==> config.mk <==
export PLATFORM = sky130hd
export DESIGN_NAME = ldpc_3gpp_dec_cnode_p_min_search
export DESIGN_NICKNAME = d
export VERILOG_FILES = /design/src/rtl/ldpc_3gpp_dec_cnode_p_min_search.sv
export SDC_FILE = /design/constraint.sdc
export NUM_CORES = 1
export LEC_CHECK = 0
export ABC_AREA = 0
export BUFFER_PORTS_ARGS = -buffer_cell sky130_fd_sc_hd__buf_2
export CAP_MARGIN = 20
export CORE_MARGIN = 1.5
export CORE_UTILIZATION = 49
export DETAILED_ROUTE_END_ITERATION = 8
export GPL_TIMING_DRIVEN = 0
export PLACE_DENSITY = 0.74
export SKIP_CTS_REPAIR_TIMING = 1
export SYNTH_ARGS = -nofsm -noshare
export SYNTH_HDL_FRONTEND = slang
export SYNTH_SLANG_ARGS = --single-unit
==> constraint.sdc <==
create_clock -name iclk -period 1.9 [get_ports iclk]
set_input_delay 0 -clock iclk [delete_from_list [all_inputs] [get_ports iclk]]
set_output_delay 0 -clock iclk [all_outputs]
set_load 0.02 [all_outputs]
==> src/rtl/ldpc_3gpp_dec_cnode_p_min_search.sv <==
// Serial partial min search: min1/min2 of |LLR|, min1 column, sign parity and degree per row segment.
// Optional offset min-sum output stage: define LDPC_3GPP_DEC_CNODE_MIN_SEARCH_OFFSET_EN.
module ldpc_3gpp_dec_cnode_p_min_search #(
  parameter int unsigned pLLR_W  = 4,
  parameter int unsigned pNODE_W = 8
) (
  input  logic               iclk,
  input  logic               ireset,
  input  logic               iclkena,
  input  logic               ival,
  input  logic               isop,
  input  logic               ieop,
  input  logic [pLLR_W-1:0]  ivn,
  input  logic [pNODE_W-1:0] icol,
  output logic               oval,
  output logic [pLLR_W-2:0]  omin1,
  output logic [pLLR_W-2:0]  omin2,
  output logic [pNODE_W-1:0] omin1_col,
  output logic               osign,
  output logic [pNODE_W-1:0] odeg
);

  localparam int unsigned MAG_W = pLLR_W - 1;
  localparam logic [MAG_W-1:0]   MAXM    = '1;
  localparam logic [pNODE_W-1:0] DEG_MAX = '1;
  localparam logic [pLLR_W-1:0]  LLR_MIN = {1'b1, {(pLLR_W-1){1'b0}}};

  typedef enum logic {IDLE, ACC} state_t;

  state_t             state_q, state_d;
  logic [MAG_W-1:0]   min1_q, min1_d, min2_q, min2_d;
  logic [pNODE_W-1:0] col_q, col_d, deg_q, deg_d;
  logic               sign_q, sign_d;

  logic               oval_q, oval_d;
  logic [MAG_W-1:0]   omin1_q, omin1_d, omin2_q, omin2_d;
  logic [pNODE_W-1:0] ocol_q, ocol_d, odeg_q, odeg_d;
  logic               osign_q, osign_d;

  logic [pLLR_W-1:0]  neg_vn;
  logic [MAG_W-1:0]   mag;
  logic [MAG_W-1:0]   n_min1, n_min2;
  logic [pNODE_W-1:0] n_col, n_deg;
  logic               n_sign;
  logic               take;

  function automatic logic [MAG_W-1:0] out_mag(input logic [MAG_W-1:0] x);
`ifdef LDPC_3GPP_DEC_CNODE_MIN_SEARCH_OFFSET_EN
    out_mag = (x == '0) ? '0 : x - MAG_W'(1);
`else
    out_mag = x;
`endif
  endfunction

  // saturated magnitude: the most negative code maps to MAXM
  always_comb begin
    neg_vn = (~ivn) + pLLR_W'(1);
    if (!ivn[pLLR_W-1])     mag = MAG_W'(ivn);
    else if (ivn == LLR_MIN) mag = MAXM;
    else                     mag = MAG_W'(neg_vn);
  end

  // next accumulator value including the current sample
  always_comb begin
    n_min1 = min1_q;
    n_min2 = min2_q;
    n_col  = col_q;
    n_sign = sign_q;
    n_deg  = deg_q;
    if (isop) begin
      n_min1 = mag;
      n_min2 = MAXM;
      n_col  = icol;
      n_sign = ivn[pLLR_W-1];
      n_deg  = pNODE_W'(1);
    end else begin
      if (mag < min1_q) begin
        n_min2 = min1_q;
        n_min1 = mag;
        n_col  = icol;
      end else if (mag < min2_q) begin
        n_min2 = mag;
      end
      n_sign = sign_q ^ ivn[pLLR_W-1];
      n_deg  = (deg_q == DEG_MAX) ? deg_q : deg_q + pNODE_W'(1);
    end
  end

  // FSM next state, accumulator and output register loads
  always_comb begin
    state_d = state_q;
    min1_d  = min1_q;
    min2_d  = min2_q;
    col_d   = col_q;
    sign_d  = sign_q;
    deg_d   = deg_q;
    oval_d  = 1'b0;
    omin1_d = omin1_q;
    omin2_d = omin2_q;
    ocol_d  = ocol_q;
    osign_d = osign_q;
    odeg_d  = odeg_q;
    take    = ival && (isop || (state_q == ACC));
    if (take) begin
      if (ieop) begin
        state_d = IDLE;
        oval_d  = 1'b1;
        omin1_d = out_mag(n_min1);
        omin2_d = out_mag(n_min2);
        ocol_d  = n_col;
        osign_d = n_sign;
        odeg_d  = n_deg;
      end else begin
        state_d = ACC;
        min1_d  = n_min1;
        min2_d  = n_min2;
        col_d   = n_col;
        sign_d  = n_sign;
        deg_d   = n_deg;
      end
    end
  end

  always_ff @(posedge iclk or posedge ireset) begin
    if (ireset) begin
      state_q <= IDLE;
      min1_q  <= '0;
      min2_q  <= '0;
      col_q   <= '0;
      sign_q  <= 1'b0;
      deg_q   <= '0;
      oval_q  <= 1'b0;
      omin1_q <= '0;
      omin2_q <= '0;
      ocol_q  <= '0;
      osign_q <= 1'b0;
      odeg_q  <= '0;
    end else if (iclkena) begin
      state_q <= state_d;
      min1_q  <= min1_d;
      min2_q  <= min2_d;
      col_q   <= col_d;
      sign_q  <= sign_d;
      deg_q   <= deg_d;
      oval_q  <= oval_d;
      omin1_q <= omin1_d;
      omin2_q <= omin2_d;
      ocol_q  <= ocol_d;
      osign_q <= osign_d;
      odeg_q  <= odeg_d;
    end
  end

  assign oval      = oval_q;
  assign omin1     = omin1_q;
  assign omin2     = omin2_q;
  assign omin1_col = ocol_q;
  assign osign     = osign_q;
  assign odeg      = odeg_q;

endmodule
## Word level (Yosys, flattened, before mapping)

Cells that the tools add are included.

- Magnitude comparators: 2
- Multiplexer cells: 15
- Reduce and logical (&&, ||, !) cells: 5
- Add/subtract/negate cells: 2
- Equal/unequal tests: 2
- Bitwise gates (word level): 3

Operators by type and width:

| operator | number |
|---|---|
| 2-to-1 mux 8 bit | 4 |
| 2-to-1 mux 3 bit | 7 |
| adder 8 x 1 -> 8 bit, second input constant | 1 |
| == test 8 bit, second input constant | 1 |
| less-than comparator 3 bit | 2 |
| AND reduction 3 bit | 2 |
| == test 4 bit, second input constant | 1 |
| 2-to-1 mux 1 bit | 4 |
| adder 3 x 1 -> 3 bit, second input constant | 1 |
| inverter 3 bit | 1 |
| AND reduction 2 bit | 1 |
| logical AND 1 bit | 1 |
| logical OR 1 bit | 1 |
| inverter 1 bit | 1 |
| bitwise XOR 1 bit | 1 |

- Flip-flop bits (word level): 48
- Output and inout port bits: 24
- Logic and storage cells: 41

## Depth between registers and ports, before layout

- Depth after elaboration: 8
- Mapped depth: 12

## Worst setup path before layout

OpenSTA, ideal clock, no wires.

- Kind: in2reg
- From: input ivn[0]
- To: register col_q[0]
- Arrival time: 2.119 ns
- Library setup time: 0.125 ns
- Setup slack: -0.344 ns
- Cell stages on the path: 12
- Cell sequence: inv_1 -> ha_1 -> nor2b_1 -> a21o_1 -> inv_2 -> ha_1 -> nor2b_1 -> a21oi_2 -> a21o_1 -> and2_4 -> buf_6 -> mux2_4

- Longest elaborated chain between the ends: 7
- Elaborated cells between the ends (all ways): 8

RTL lines:

| item | line | source |
|---|---|---|
| start: declaration | 13 | `input logic [pLLR_W-1:0] ivn,` |
| inverter 3 bit | 57 | `neg_vn = (~ivn) + pLLR_W'(1);` |
| adder 3 x 1 -> 3 bit | 57 |  |
| 2-to-1 mux 3 bit | 59 | `else if (ivn == LLR_MIN) mag = MAXM;` |
| 2-to-1 mux 3 bit * | 58 | `if (!ivn[pLLR_W-1]) mag = MAG_W'(ivn);` |
| less-than comparator 3 bit * | 77 | `if (mag < min1_q) begin` |
| 2-to-1 mux 8 bit * | 77 |  |
| 2-to-1 mux 8 bit * | 70 | `if (isop) begin` |
| end signal: assignment | 142 | `col_q <= col_d;` |
| end: declaration | 32 | `logic [pNODE_W-1:0] col_q, col_d, deg_q, deg_d;` |

Every way passes the cells marked *; elsewhere a longest branch is shown, timed or not.
A chain may end at the register's enable or synchronous reset.

## Final worst setup path

- From: input ivn[1]
- To: register min1_q[0]

- Longest elaborated chain between the ends: 7
- Elaborated cells between the ends (all ways): 8

RTL lines:

| item | line | source |
|---|---|---|
| inverter 3 bit | 57 |  |
| adder 3 x 1 -> 3 bit | 57 |  |
| 2-to-1 mux 3 bit | 59 |  |
| 2-to-1 mux 3 bit * | 58 |  |
| less-than comparator 3 bit | 77 |  |
| 2-to-1 mux 3 bit | 77 |  |
| 2-to-1 mux 3 bit * | 70 |  |
| end signal: assignment | 140 | `min1_q <= min1_d;` |
| end: declaration | 31 | `logic [MAG_W-1:0] min1_q, min1_d, min2_q, min2_d;` |

Marked as above.

==> metrics <==
status=finished, violations left; failing checks=negative setup slack; Detailed Place HPWL=3940 um; I/O Pins=42; CTS tree=done; share of cells above drive strength 1=28.7%; vias in the first global route=1937; max-cap violations=0; setup ws final=-0.0729 ns; largest net degree at the start of global routing=31; drt wl/cell=15.2 um; final setup violation count=11; highest clock rate=507 MHz; Hold Path Class=input port to register; Core Area=4850 um2; Synth Cell Area=2520 um2; clk sink count=48; CTS Root Buffer Type=clkbuf_8; drt pass-1 iters=4; fin area=3230 um2; htree depth=2; Num CTS Buffers=5; Gate Count Post-Synth=256; Yosys reg bits=48; DRT Wirelength=5880 um; final worst path period share=104%; ys async rst share=100%; Slew Viols, Final=0; Worst Max-Slew Pin Slew=0.563 ns; Final Wtd Congestion=0.877; Rows=25; total grt overflow=0; placed cell area=2880 um2; critical path class=input port to register; number of distinct library cells after synthesis=48; Post-Route Skew=0.00751 ns; post-synthesis net count=277; PwrDens=1200 nW/um2; ys flop type=dfrtp_1; pre-CTS setup slack=-0.541 ns; fin crit period=1.97 ns; Finished Layout Cells=388; worst skew pair latency=0.30 ns; die area=5580 um2; Pleak=1.47 nW; Fin. Hold Viols=0; synth-to-layout area growth=28.4%; synth warn=0; worst vdd ir=0.000699 V; Inst Count DP=364; startpoint types=input port; Max clock buf depth=2; Initial Util=51.9%; Reg clk slew, reported paths=0.09 ns; RSZ-0062 raised after global routing=true; Data required, critical path=2.09 ns; Seq/Total Area, Yosys=47.7%; first-pass GRT wire length=9060 um; initial antenna violation count=0; number of diodes=0; Vias=2099; worst path arrival time=2.16 ns; Slew HR=62.5%; Die Y=74.7 um; Vias/cell=5.41; chip width=74.7 um; Finished Core Util=66.7%; Final ANT Viol Nets=0; kind of end point of the critical path=register; number of I/O port buffers=40; worst-path fanout max=10; GRT Total Usage=21.3%; DRC Markers=0; Initial DRC Count=123; syn_area_per_cell=9.83 um2; Post-synth EDFFs=0; Layout Nets=341
## metal layers
metal	track usage, %	share of wire, %	up-vias	wire (um)
met5	0	0	-	0
met4	6.26	1.1	0	65
met3	3.88	5.1	8	301
met2	34.2	48	64	2800
met1	29.8	46	998	2720
li1	-	-	1029	-
## layout by cell type (no fill, tap or decap), drive strengths merged, types with 2 or more instances in the layout
| cell | netlist | routed |
|---|---|---|
| a21oi | 19 | 19 |
| a41oi | 2 | 2 |
| nor2 | 28 | 28 |
| a31oi | 4 | 4 |
| dlygate4sd3 | 0 | 10 |
| o31a | 2 | 2 |
| and2 | 2 | 2 |
| o21ai | 21 | 21 |
| nand2b | 2 | 2 |
| bufinv | 0 | 3 |
| o21a | 2 | 2 |
| nand2 | 25 | 25 |
| o31ai | 5 | 5 |
| inv | 14 | 14 |
| clkbuf | 10 | 16 |
| nor2b | 4 | 4 |
| o211ai | 4 | 4 |
| or3 | 2 | 2 |
| mux2i | 14 | 14 |
| buf | 4 | 50 |
| ha | 3 | 3 |
| mux2 | 12 | 12 |
| nand3 | 5 | 5 |
| o311ai | 2 | 2 |
| a21o | 3 | 3 |
| dfrtp | 48 | 48 |
| nor3 | 4 | 4 |
| a22o | 2 | 2 |
| xnor2 | 2 | 2 |
## flip-flops by register name, summed over array words and instances (netlist names)
name,cells
odeg,8
osign,1
omin2,3
omin1,3
sign_q,1
min1_q,3
oval,1
min2_q,3
state_q,1
deg_q,8
omin1_col,8
col_q,8
## critical path, cell delays in order
cell	delay, ns
clkbuf_4	0.16
inv_8	0.03
ha_4	0.16
nor2b_2	0.14
a21o_1	0.21
inv_2	0.08
ha_4	0.28
nor2b_4	0.18
a21oi_4	0.08
a21o_4	0.24
and2_4	0.16
buf_12	0.14
mux2_4	0.29
## power by group
| group | leakage [nW] | switching [mW] | total [mW] | internal, mW |
|---|---|---|---|---|
| logic | 0.814 | 0.718 | 1.34 | 0.621 |
| registers | 0.580 | 0.215 | 1.53 | 1.31 |
| clock network | 0.0784 | 0.351 | 1.01 | 0.658 |
## logic make-up after synthesis
| logic type | count (synthesis) | share of synthesized area (%) |
|---|---|---|
| flops | 48 | 47.7 |
| simple gates | 76 | 13.8 |
| compound gates | 71 | 18.3 |
| buf+inv | 28 | 4.92 |
| mux | 26 | 12.3 |
| xor+xnor | 3 | 1.04 |
| fa+ha+maj | 4 | 1.89 |
## worst paths after layout
check	startpoint	end	slack [ns]	depth (start not counted)
max in group asynchronous	ireset	min1_q[1]	1.17	4
min in group asynchronous	ireset	odeg[1]	0.23	3
min reg2reg	odeg[3]	odeg[3]	0.47	2
min	ival	state_q	0.001	4
max reg2reg	min1_q[2]	min1_q[0]	-0.05	8
max	ivn[1]	min1_q[0]	-0.07	13
## synthesized netlist by cell type, drive strengths merged (2+ instances only)
cell,n,area [um2]
a21o,3,22.5
a21oi,19,98.9
a22o,2,17.5
a31oi,4,40.0
a41oi,2,17.5
and2,2,15.0
buf,4,33.8
clkbuf,10,37.5
dfrtp,48,1200
ha,3,37.5
inv,14,52.6
mux2,12,169
mux2i,14,140
nand2,25,93.8
nand2b,2,20.0
nand3,5,25.0
nor2,28,108
nor2b,4,25.0
nor3,4,20.0
o211ai,4,30.0
o21a,2,15.0
o21ai,21,105
o311ai,2,17.5
o31a,2,17.5
o31ai,5,37.5
or3,2,12.5
xnor2,2,17.5
## metrics by stage
stage | TNS, ns | hold slack, ns | total power [mW]
final | -0.624 | 0.00119 | 3.87
after global routing | -1.47 | 0.00932 | 4.11
after CTS | -3.01 | -0.307 | 3.77
after detailed placement | -11.06 | 0.0203 | 2.76
after global placement | -11.05 | 0.224 | 2.73
after floorplan | -0.952 | 0.0964 | 2.41
## area by class of cell
type                       count  area, um2
buffer                        14       87.6
fill                         388       1620
timing repair buffer          57        368
clock buffer                   5       68.8
inverter                      14       72.6
clock inverter                 3       90.1
multi-input combinational    180       1260
sequential                    48       1200
tap                           67       83.8
No activity file was read; power rests on OpenSTA's default activity.
